## config.mk

```make
export PLATFORM = sky130hd
export DESIGN_NAME = symbol_serializer
export DESIGN_NICKNAME = d
export VERILOG_FILES = /design/src/rtl/symbol_serializer.sv
export SDC_FILE = /design/constraint.sdc
export NUM_CORES = 1
export LEC_CHECK = 0
export CORE_AREA = 2 2 39 41
export DETAILED_ROUTE_END_ITERATION = 10
export DIE_AREA = 0 0 41 43
export DONT_BUFFER_PORTS = 1
export GPL_ROUTABILITY_DRIVEN = 0
export PLACE_DENSITY = 0.66
export SLEW_MARGIN = 20
export SYNTH_ARGS = -nofsm -noshare
export SYNTH_HDL_FRONTEND = slang
export SYNTH_SLANG_ARGS = --single-unit
```

## constraint.sdc

```tcl
create_clock -name clk_i -period 2.88 [get_ports clk_i]
set_input_delay 0.432 -clock clk_i [delete_from_list [all_inputs] [get_ports clk_i]]
set_output_delay 0.432 -clock clk_i [all_outputs]
set_load 0.1 [all_outputs]
```

## src/rtl/symbol_serializer.sv

```systemverilog
// Framed serial transmitter: takes a 2-bit symbol over valid/ready and sends
// start, sym[1], sym[0], stop on bit_o, each bit held BIT_CYCLES clocks.
module symbol_serializer #(
  parameter int unsigned BIT_CYCLES = 1,
  parameter int unsigned CNT_W      = 8
) (
  input  logic             clk_i,
  input  logic             reset_i,
  input  logic [1:0]       symbol_i,
  input  logic             valid_i,
  output logic             ready_o,
  output logic             bit_o,
  output logic             busy_o,
  output logic             frame_done_o,
  output logic [CNT_W-1:0] frames_o
);

  // state | meaning
  // IDLE  | line idle at 0, ready for a symbol
  // START | start bit (1)
  // D1    | symbol bit 1
  // D0    | symbol bit 0
  // STOP  | stop bit (0); last cycle may accept the next symbol
  typedef enum logic [2:0] {
    IDLE  = 3'd0,
    START = 3'd1,
    D1    = 3'd2,
    D0    = 3'd3,
    STOP  = 3'd4
  } state_t;

  localparam int unsigned CW = (BIT_CYCLES > 1) ? $clog2(BIT_CYCLES) : 1;
  localparam logic [CW-1:0] LAST = CW'(BIT_CYCLES - 1);

  state_t           state_q, state_n;
  logic [CW-1:0]    cnt_q, cnt_n;
  logic [1:0]       sym_q, sym_n;
  logic             bit_q, bit_n;
  logic             busy_q;
  logic             done_q, done_n;
  logic [CNT_W-1:0] frames_q, frames_n;
  logic             last;
  logic             hs;

  assign last    = (cnt_q == LAST);
  assign ready_o = !reset_i && ((state_q == IDLE) || ((state_q == STOP) && last));
  assign hs      = valid_i && ready_o;

  always_comb begin
    state_n  = state_q;
    cnt_n    = cnt_q;
    sym_n    = hs ? symbol_i : sym_q;
    frames_n = frames_q;
    case (state_q)
      IDLE: begin
        cnt_n = '0;
        if (hs) state_n = START;
      end
      START, D1, D0, STOP: begin
        if (last) begin
          cnt_n = '0;
          case (state_q)
            START:   state_n = D1;
            D1:      state_n = D0;
            D0:      state_n = STOP;
            default: begin
              state_n  = hs ? START : IDLE;
              frames_n = frames_q + CNT_W'(1);
            end
          endcase
        end else begin
          cnt_n = cnt_q + CW'(1);
        end
      end
      default: begin
        state_n = IDLE;
        cnt_n   = '0;
      end
    endcase

    // outputs are computed from the next state so the registers line up with it
    case (state_n)
      START:   bit_n = 1'b1;
      D1:      bit_n = sym_n[1];
      D0:      bit_n = sym_n[0];
      default: bit_n = 1'b0;
    endcase
    done_n = (state_n == STOP) && (cnt_n == LAST);
  end

  always_ff @(posedge clk_i) begin
    if (reset_i) begin
      state_q  <= IDLE;
      cnt_q    <= '0;
      sym_q    <= '0;
      bit_q    <= 1'b0;
      busy_q   <= 1'b0;
      done_q   <= 1'b0;
      frames_q <= '0;
    end else begin
      state_q  <= state_n;
      cnt_q    <= cnt_n;
      sym_q    <= sym_n;
      bit_q    <= bit_n;
      busy_q   <= (state_n != IDLE);
      done_q   <= done_n;
      frames_q <= frames_n;
    end
  end

  assign bit_o        = bit_q;
  assign busy_o       = busy_q;
  assign frame_done_o = done_q;
  assign frames_o     = frames_q;

endmodule

```

# Yosys cells after proc, flatten, opt, wreduce, memory -nomap -nowiden
# Cells that the tools add are included.
[classes] n_mul=0 div_mod_pow=0 n_mux=9 n_addsub=2 n_lt_le_gt_ge=0 reduce_logical=11 n_eq_ne=8 n_bitwise=3 shifts=0
[ops] cell="3-bit by 2-bit equality test with 1-bit output (second input constant)" count=4
[ops] cell="3-bit case mux with 3 select lines" count=1
[ops] cell="8-bit by 1-bit adder with 8-bit output (second input constant)" count=1
[ops] cell="3-bit by 1-bit equality test with 1-bit output (second input constant)" count=2
[ops] cell="3-bit equality test (second input constant)" count=2
[ops] cell="3-bit 2-to-1 mux" count=2
[ops] cell="3-bit case mux with 2 select lines" count=1
[ops] cell="1-bit logical AND" count=4
[ops] cell="4-bit OR reduction" count=1
[ops] cell="3-bit logical NOT" count=1
[ops] cell="1-bit 2-to-1 mux" count=3
[ops] cell="1-bit NOT" count=3
[ops] cell="1-bit case mux with 3 select lines" count=1
[ops] cell="3-bit AND reduction" count=1
[ops] cell="3-bit nonzero test" count=1
[ops] cell="3-bit OR reduction" count=1
[ops] cell="2-bit 2-to-1 mux" count=1
[ops] cell="1-bit adder (second input constant)" count=1
[ops] cell="1-bit logical NOT" count=1
[ops] cell="1-bit logical OR" count=1
[totals] word_cells=40 regBits=17 memories=0 mem_bits_rw=0 mem_bits_ro=0 in_bits=5 latch_bits=0 out_inout_bits=12

# Longest topological paths before layout
# Gate-level depths: netlist (run 1).
[depth] depth_word=11 ltp_mapped=4 ltp_nobuf=4

# Least setup slack after synthesis (run 1)
# Ideal clock, no wire load.
[synth_path] path_kind="in2out" startpoint="input port reset_i" endpoint="output port ready_o" n_path_buf=1 t_required_ps=2448 stages=2 path_slack_ps=-207 t_arrival_ps=2655 path_cell_list="clkbuf_1 -> nor3_1"
[synth_between] elab_chain_len=2
[synth_rtl] element="start, declared" line="8" text="input logic reset_i,"
[synth_rtl] element="1-bit logical NOT" line="46" text="assign ready_o = !reset_i && ((state_q == IDLE) || ((state_q == STOP) && last));"
[synth_rtl] element="1-bit logical AND" line="46"
[synth_rtl] element="end, declared" line="11" text="output logic ready_o,"
# Every way passes these cells.

# Worst setup path in the final report (run 1)
[layout_path] startpoint="register frames_q[5], in the netlist frames_o[5]" endpoint="register frames_q[7], in the netlist frames_o[7]"
[layout_between] elab_chain_len=1
[layout_rtl] element="start, declared" line="41" text="logic [CNT_W-1:0] frames_q, frames_n;"
[layout_rtl] element="start signal, assigned" line="107" text="frames_q <= frames_n;"
[layout_rtl] element="8-bit by 1-bit adder with 8-bit output" line="68" text="frames_n = frames_q + CNT_W'(1);"
# Every way passes these cells.
# A chain may end at the register's enable or synchronous reset.

==> flow_metrics.env, run 1 <==
export IMPL_status="finished clean"
export IMPL_drt_iter0_drc=4
export IMPL_rows=14
export IMPL_async_flop_share_pct=0
export IMPL_synthesis_nets=79
export IMPL_power_density_nw_per_um2=543.5
export IMPL_final_cells=95
export IMPL_clkLatencyLatePin_ps=270
export IMPL_ant_nets=0
export IMPL_pwr_share_comb_pct=10.1
export IMPL_rsz0062_at_grt="no"
export IMPL_r2r_end="frames_o[7]$_SDFFE_PP0P_"
export IMPL_post_drt_via_cell_ratio=5.484
export IMPL_cts_max_level=1
export IMPL_n_antenna_cell=0
export IMPL_synth_ff_type="dfxtp_1"
export IMPL_cts_sinks=16
export IMPL_cts_buffers=3
export IMPL_cpPeakStageDelay_ps=1010
export IMPL_ff2ff_setup_slack_ps=1040
export IMPL_cts_setup_buffers=0
export IMPL_vias=521
export IMPL_post_cts_resized=0
export IMPL_dp_cells=92
export IMPL_clkTransAtPathRegs_ps=90
export IMPL_critPathKind="reg -> reg"
export IMPL_grt_pass1_vias=440
export IMPL_firstDrtPassIters=4
export IMPL_crit_buf_inv=0
export IMPL_min_path_cells=1
export IMPL_setup_violations=0
export IMPL_power_leakage_nw=0.2942
export IMPL_skew_ps=5.477
export IMPL_die_h_um=43
export IMPL_maxCapViolCount=0
export IMPL_power_switching_mw=0.1244
export IMPL_cp_start_kind="register"
export IMPL_grt_overflow_total=0
export IMPL_synth_warnings=0
export IMPL_n_fill_cell=132
export IMPL_fmax_ghz=0.5440
export IMPL_synth_area_per_cell_um2=9.375
export IMPL_cts_tree="built"
export IMPL_period_share_pct=63.82
export IMPL_wl_mm=1.156
export IMPL_critPathCaptureType="register"
export IMPL_seqPwrFrac_pct=63.7
export IMPL_crit_family="flip-flops"
export IMPL_yosys_area_top_type="dfxtp_1"
export IMPL_cts_buffer_depth=2
export IMPL_ys_ff_latch=16
export IMPL_grt_pass1_wl_mm=1.787
export IMPL_path_max_fanout=5
export IMPL_p_int_mw=0.2972
export IMPL_crit_chain="nand4_1 -> or4_1 -> a21oi_1"
export IMPL_netlist_instances=73
export IMPL_antenna_found_initial=0
export IMPL_nets=87
export IMPL_layout_common_cells="dfxtp_1, nor2_1, buf_4"
export IMPL_layout_commonest_cell="dfxtp_1"
export IMPL_drive_gt1_share_pct=20.25
export IMPL_slew_headroom_pct=31.29
export IMPL_hold_class="in -> reg"
export IMPL_hold_end="frames_o[7]$_SDFFE_PP0P_"
export IMPL_tns_ps=0
export IMPL_wl_per_cell_um=12.17
export IMPL_hold_viol_final=0
export IMPL_required_ps=3100
export IMPL_clockPowerShare_pct=26.2
export IMPL_r2r_start="frames_o[5]$_SDFFE_PP0P_"
export IMPL_cts_hold_buf=0
export IMPL_cp_arrival_ps=2050
export IMPL_ios=17
export IMPL_die_x_um=41
export IMPL_period_minus_slack_ps=1838
export IMPL_yosys_top_cells_area="dfxtp_1, mux2i_1, nor2_1, xnor2_1, a21oi_1"
export IMPL_min_delay_start="reset_i"
export IMPL_worstMarginPinSlew_ps=1029
export IMPL_syn_to_final_growth_pct=13.35
export IMPL_maxSlewViolCount=0
export IMPL_start_util_pct=49.46
export IMPL_drc=0
export IMPL_synth_edf_count=0
export IMPL_die_area_um2=1763
export IMPL_ff2ff_path_depth=3
export IMPL_swShare_pct=29.51
export IMPL_grt_total_usage_pct=15.42
export IMPL_ys_types=23
export IMPL_netlist_area_leader_share_pct=46.80
export IMPL_cpMaxStageDelayCell="dfxtp_1"
export IMPL_grt_max_degree=20
export IMPL_yosysSeqAreaShare_pct=46.80
export IMPL_syn_cell_area_um2=684.4
export IMPL_peakVddDrop_v=0.0003301
export IMPL_portBuffers=0
export IMPL_clock_root_buffer="clkbuf_4"
export IMPL_core_area_um2=1384
[metal layers]
| metal | up-vias | wire [um] | global-route usage (%) |
|---|---|---|---|
| met4 | 0 | 20 | 12.00 |
| li1 | 276 | - | - |
| met3 | 2 | 56 | 3.141 |
| met5 | - | 0 | 0 |
| met1 | 234 | 533 | 18.27 |
| met2 | 9 | 547 | 22.81 |
[stage by stage]
step	power (mW)	cell area [um^2]	hold WS, ps	utilization (%)	setup WS [ps]
CTS	0.4268	775.7	202.0	56.06	1028
floorplan	0.3119	689.4	452.1	-	648.4
detailed placement	0.3168	753.2	479.7	54.43	1048
finish	0.4216	775.7	213.8	56.06	1042
global placement	0.3164	753.2	468.5	54.43	1061
global route	0.4415	775.7	191.0	56.06	969.1
[synth_stat cells, drive strengths merged (2+ instances only)]
cell / number
nor3b: 2
o31ai: 2
dfxtp: 16
a21oi: 5
nor2: 8
o21ai: 3
nor2b: 2
mux2i: 4
xnor2: 3
nor3: 5
mux2: 2
or4: 2
and3b: 2
clkbuf: 4
nand2: 4
nand3: 2
[state kept, by name, summed over array words and instances (netlist names)]
| name | cells |
|---|---|
| bit_o | 1 |
| busy_o | 1 |
| frame_done_o | 1 |
| frames_o | 8 |
| state_q | 3 |
| sym_q | 2 |
[logic make-up after synthesis]
group	count (synthesis)	synth area share, %
adder cells (fa/ha/maj)	1	1.828
buffers and inverters	5	2.741
AO/OA/AOI/OAI	10	8.042
flip-flops	16	46.80
AND/OR/NAND/NOR	32	27.60
XOR/XNOR	3	3.840
multiplexers	6	9.141
[area by class of cell]
class	count	area (um^2)	share of cell area, %
Multi-Input combinational cell	52	356.6	45.97
Clock buffer	3	22.52	2.903
Inverter	1	3.754	0.4839
Sequential cell	16	320.3	41.29
Tap cell	16	20.02	2.581
Timing Repair Buffer	7	52.55	6.774
[power by group through the flow]
| stage | Clock (mW) | Combinational, mW | Sequential (mW) |
|---|---|---|---|
| 6_report | 0.111 | 0.0424 | 0.269 |
| 5_1_grt | 0.125 | 0.0463 | 0.271 |
| 4_1_cts | 0.115 | 0.0427 | 0.269 |
| 3_5_place_dp | 0 | 0.0427 | 0.274 |
| 3_3_place_gp | 0 | 0.0424 | 0.274 |
| 2_1_floorplan | 0 | 0.0457 | 0.266 |
[worst max path at each step]
stage,to,depth (start not counted),start
floorplan,ready_o,2,reset_i
global placement,frames_o[7]$_SDFFE_PP0P_,3,frames_o[5]$_SDFFE_PP0P_
detailed placement,frames_o[7]$_SDFFE_PP0P_,3,frames_o[5]$_SDFFE_PP0P_
CTS,frames_o[7]$_SDFFE_PP0P_,3,frames_o[5]$_SDFFE_PP0P_
global route,frames_o[7]$_SDFFE_PP0P_,3,frames_o[5]$_SDFFE_PP0P_
finish,frames_o[7]$_SDFFE_PP0P_,3,frames_o[5]$_SDFFE_PP0P_
No activity file was read; power rests on OpenSTA's default activity.
==> run 2: changes to the inputs <==
Settings changed: CORE_AREA 2 2 39 41 to default, CORE_MARGIN from default to 2, CORE_UTILIZATION from default to 52, DIE_AREA 0 0 41 43 to default, PLACE_DENSITY 0.66 to 0.7.
Clock period 2.88 ns to 1.5 ns, I/O delays scaled along.
==> run 2 against run 1 <==
  * Register-to-register slack got worse by 910 ps
  * Power rose by 100%
  * Worst hold slack got worse by 210 ps
  * Combinational power rose to 4.4 times the previous value
  * Routed wire length rose by 6.6%
  * Cell count rose by 11%
  * Sequential share of layout area fell by 3.1 points
  * Sequential cell count did not move
  * Critical path depth did not move
  * Largest cell class unchanged
==> flow_metrics.env, run 2 (same netlist as run 1, synthesis figures left out) <==
export IMPL_rows=13
export IMPL_maxCapViolCount=0
export IMPL_fin_ws_ps=65.92
export IMPL_final_util_pct=70.51
export IMPL_post_drt_via_cell_ratio=5.419
export IMPL_portBuffers=0
export IMPL_critPathKind="reg -> out"
export IMPL_clkLatencyLatePin_ps=280
export IMPL_grt_pass1_wl_mm=1.973
export IMPL_power_density_nw_per_um2=965.7
export IMPL_start_util_pct=53.94
export IMPL_peakVddDrop_v=0.0007766
export IMPL_ios=17
export IMPL_power_leakage_nw=0.3540
export IMPL_crit_start="state_q[0]$_SDFF_PP0_"
export IMPL_grt_pass1_vias=485
export IMPL_grt_max_degree=11
export IMPL_antenna_found_initial=0
export IMPL_cts_max_level=1
export IMPL_hold_viol_final=0
export IMPL_firstDrtPassIters=2
export IMPL_p_int_mw=0.6009
export IMPL_skew_ps=4.489
export IMPL_grt_total_usage_pct=18.12
export IMPL_crit_buf_inv=2
export IMPL_status="finished clean"
export IMPL_place_ws_ps=146.9
export IMPL_clockPowerShare_pct=27.2
export IMPL_layout_common_cells="buf_4, dfxtp_1, nor2_1"
export IMPL_power_switching_mw=0.2630
export IMPL_path_max_fanout=9
export IMPL_seqPwrFrac_pct=51.3
export IMPL_rsz0062_at_grt="no"
export IMPL_pwr_share_comb_pct=21.5
export IMPL_cp_start_kind="register"
export IMPL_crit_family="buffers and inverters"
export IMPL_wl_mm=1.232
export IMPL_vias=569
export IMPL_drt_iter0_drc=5
export IMPL_wl_per_cell_um=11.73
export IMPL_die_h_um=40.28
export IMPL_clock_root_buffer="clkbuf_4"
export IMPL_cpPeakStageDelay_ps=340
export IMPL_drive_gt1_share_pct=33.33
export IMPL_worstMarginPinSlew_ps=414.2
export IMPL_period_minus_slack_ps=1434
export IMPL_n_fill_cell=107
export IMPL_clkTransAtPathRegs_ps=90
export IMPL_setup_violations=0
export IMPL_core_area_um2=1269
export IMPL_cts_buffer_depth=2
export IMPL_n_antenna_cell=0
export IMPL_r2r_start="state_q[2]$_SDFF_PP0_"
export IMPL_ant_nets=0
export IMPL_swShare_pct=30.44
export IMPL_maxSlewViolCount=0
export IMPL_cp_arrival_ps=1210
export IMPL_cts_sinks=16
export IMPL_largest_reg_flops=8
export IMPL_drc=0
export IMPL_cts_buffers=3
export IMPL_period_share_pct=95.61
export IMPL_min_delay_start="reset_i"
export IMPL_die_area_um2=1622
export IMPL_crit_chain="buf_4 -> nor3_4 -> buf_12"
export IMPL_grt_overflow_total=0
export IMPL_layout_commonest_cell="buf_4"
export IMPL_cts_tree="built"
export IMPL_cpMaxStageDelayCell="dfxtp_1"
export IMPL_die_x_um=40.28
export IMPL_hold_class="in -> reg"
export IMPL_slew_headroom_pct=72.33
export IMPL_fmax_ghz=0.6973
export IMPL_critPathCaptureType="output pin"
export IMPL_required_ps=1270
export IMPL_syn_to_final_growth_pct=30.71
export IMPL_nets=97
-- run 2: cell count changes in the layout (fill, tap and decap cells not counted) --
cell and delta:
dfxtp_1 -7, buf_4 +6, dfxtp_4 +5, dlygate4sd3_1 +3
dfxtp_2 +2, buf_12 +1, clkbuf_1 +1
-- run 2: power groups by stage --
stage          combinational, mW  clock, mW  sequential [mW]
2_1_floorplan             0.0920          0            0.503
3_3_place_gp               0.174          0            0.453
3_5_place_dp               0.176          0            0.453
4_1_cts                    0.185      0.242            0.443
5_1_grt                    0.198      0.260            0.445
6_report                   0.186      0.235            0.443
-- run 2: repair_timing --
item,4_1_cts,5_1_grt
buffers inserted,0,0
gates resized for setup,0,0
hold endpoints to repair,10,1
hold buffers,2,1
setup endpoints to repair,0,0
-- run 2: final timing paths --
kind	endpoint	slack [ps]	depth (start not counted)
setup reg to reg	frames_o[7]$_SDFFE_PP0P_	130	3
hold / removal	state_q[2]$_SDFF_PP0_	8	1
setup / recovery	ready_o	70	3
hold reg to reg	frames_o[7]$_SDFFE_PP0P_	490	2
-- run 2: area by class of cell --
cell class                      instances  area [um^2]  share of cell area (%)
Tap cell                               15        18.77                   2.098
Inverter                                1        3.754                  0.4196
Multi-Input combinational cell         52        356.6                   39.86
Timing Repair Buffer                   17        147.6                   16.50
Sequential cell                        16        341.6                   38.18
Clock buffer                            4        26.28                   2.937
-- run 2: metal layers --
layer / up-vias / wire length [um] / track usage [%]
li1: 296 / - / -
met1: 262 / 597 / 22.84
met2: 11 / 580 / 31.05
met3: 0 / 54 / 3.889
met4: 0 / 0 / 5.000
met5: - / 0 / 0
-- run 2: through the flow --
stage	setup TNS [ps]	hold WS [ps]	cells	area, um^2	power [mW]
final	0	8.317	105	894.6	0.8639
after global placement	0	290.4	98	838.3	0.6265
after detailed placement	0	289.4	98	838.3	0.6286
after global routing	0	2.969	105	894.6	0.9028
after CTS	0	3.456	104	884.6	0.8695
after floorplan	-57.34	371.8	73	716.9	0.5946
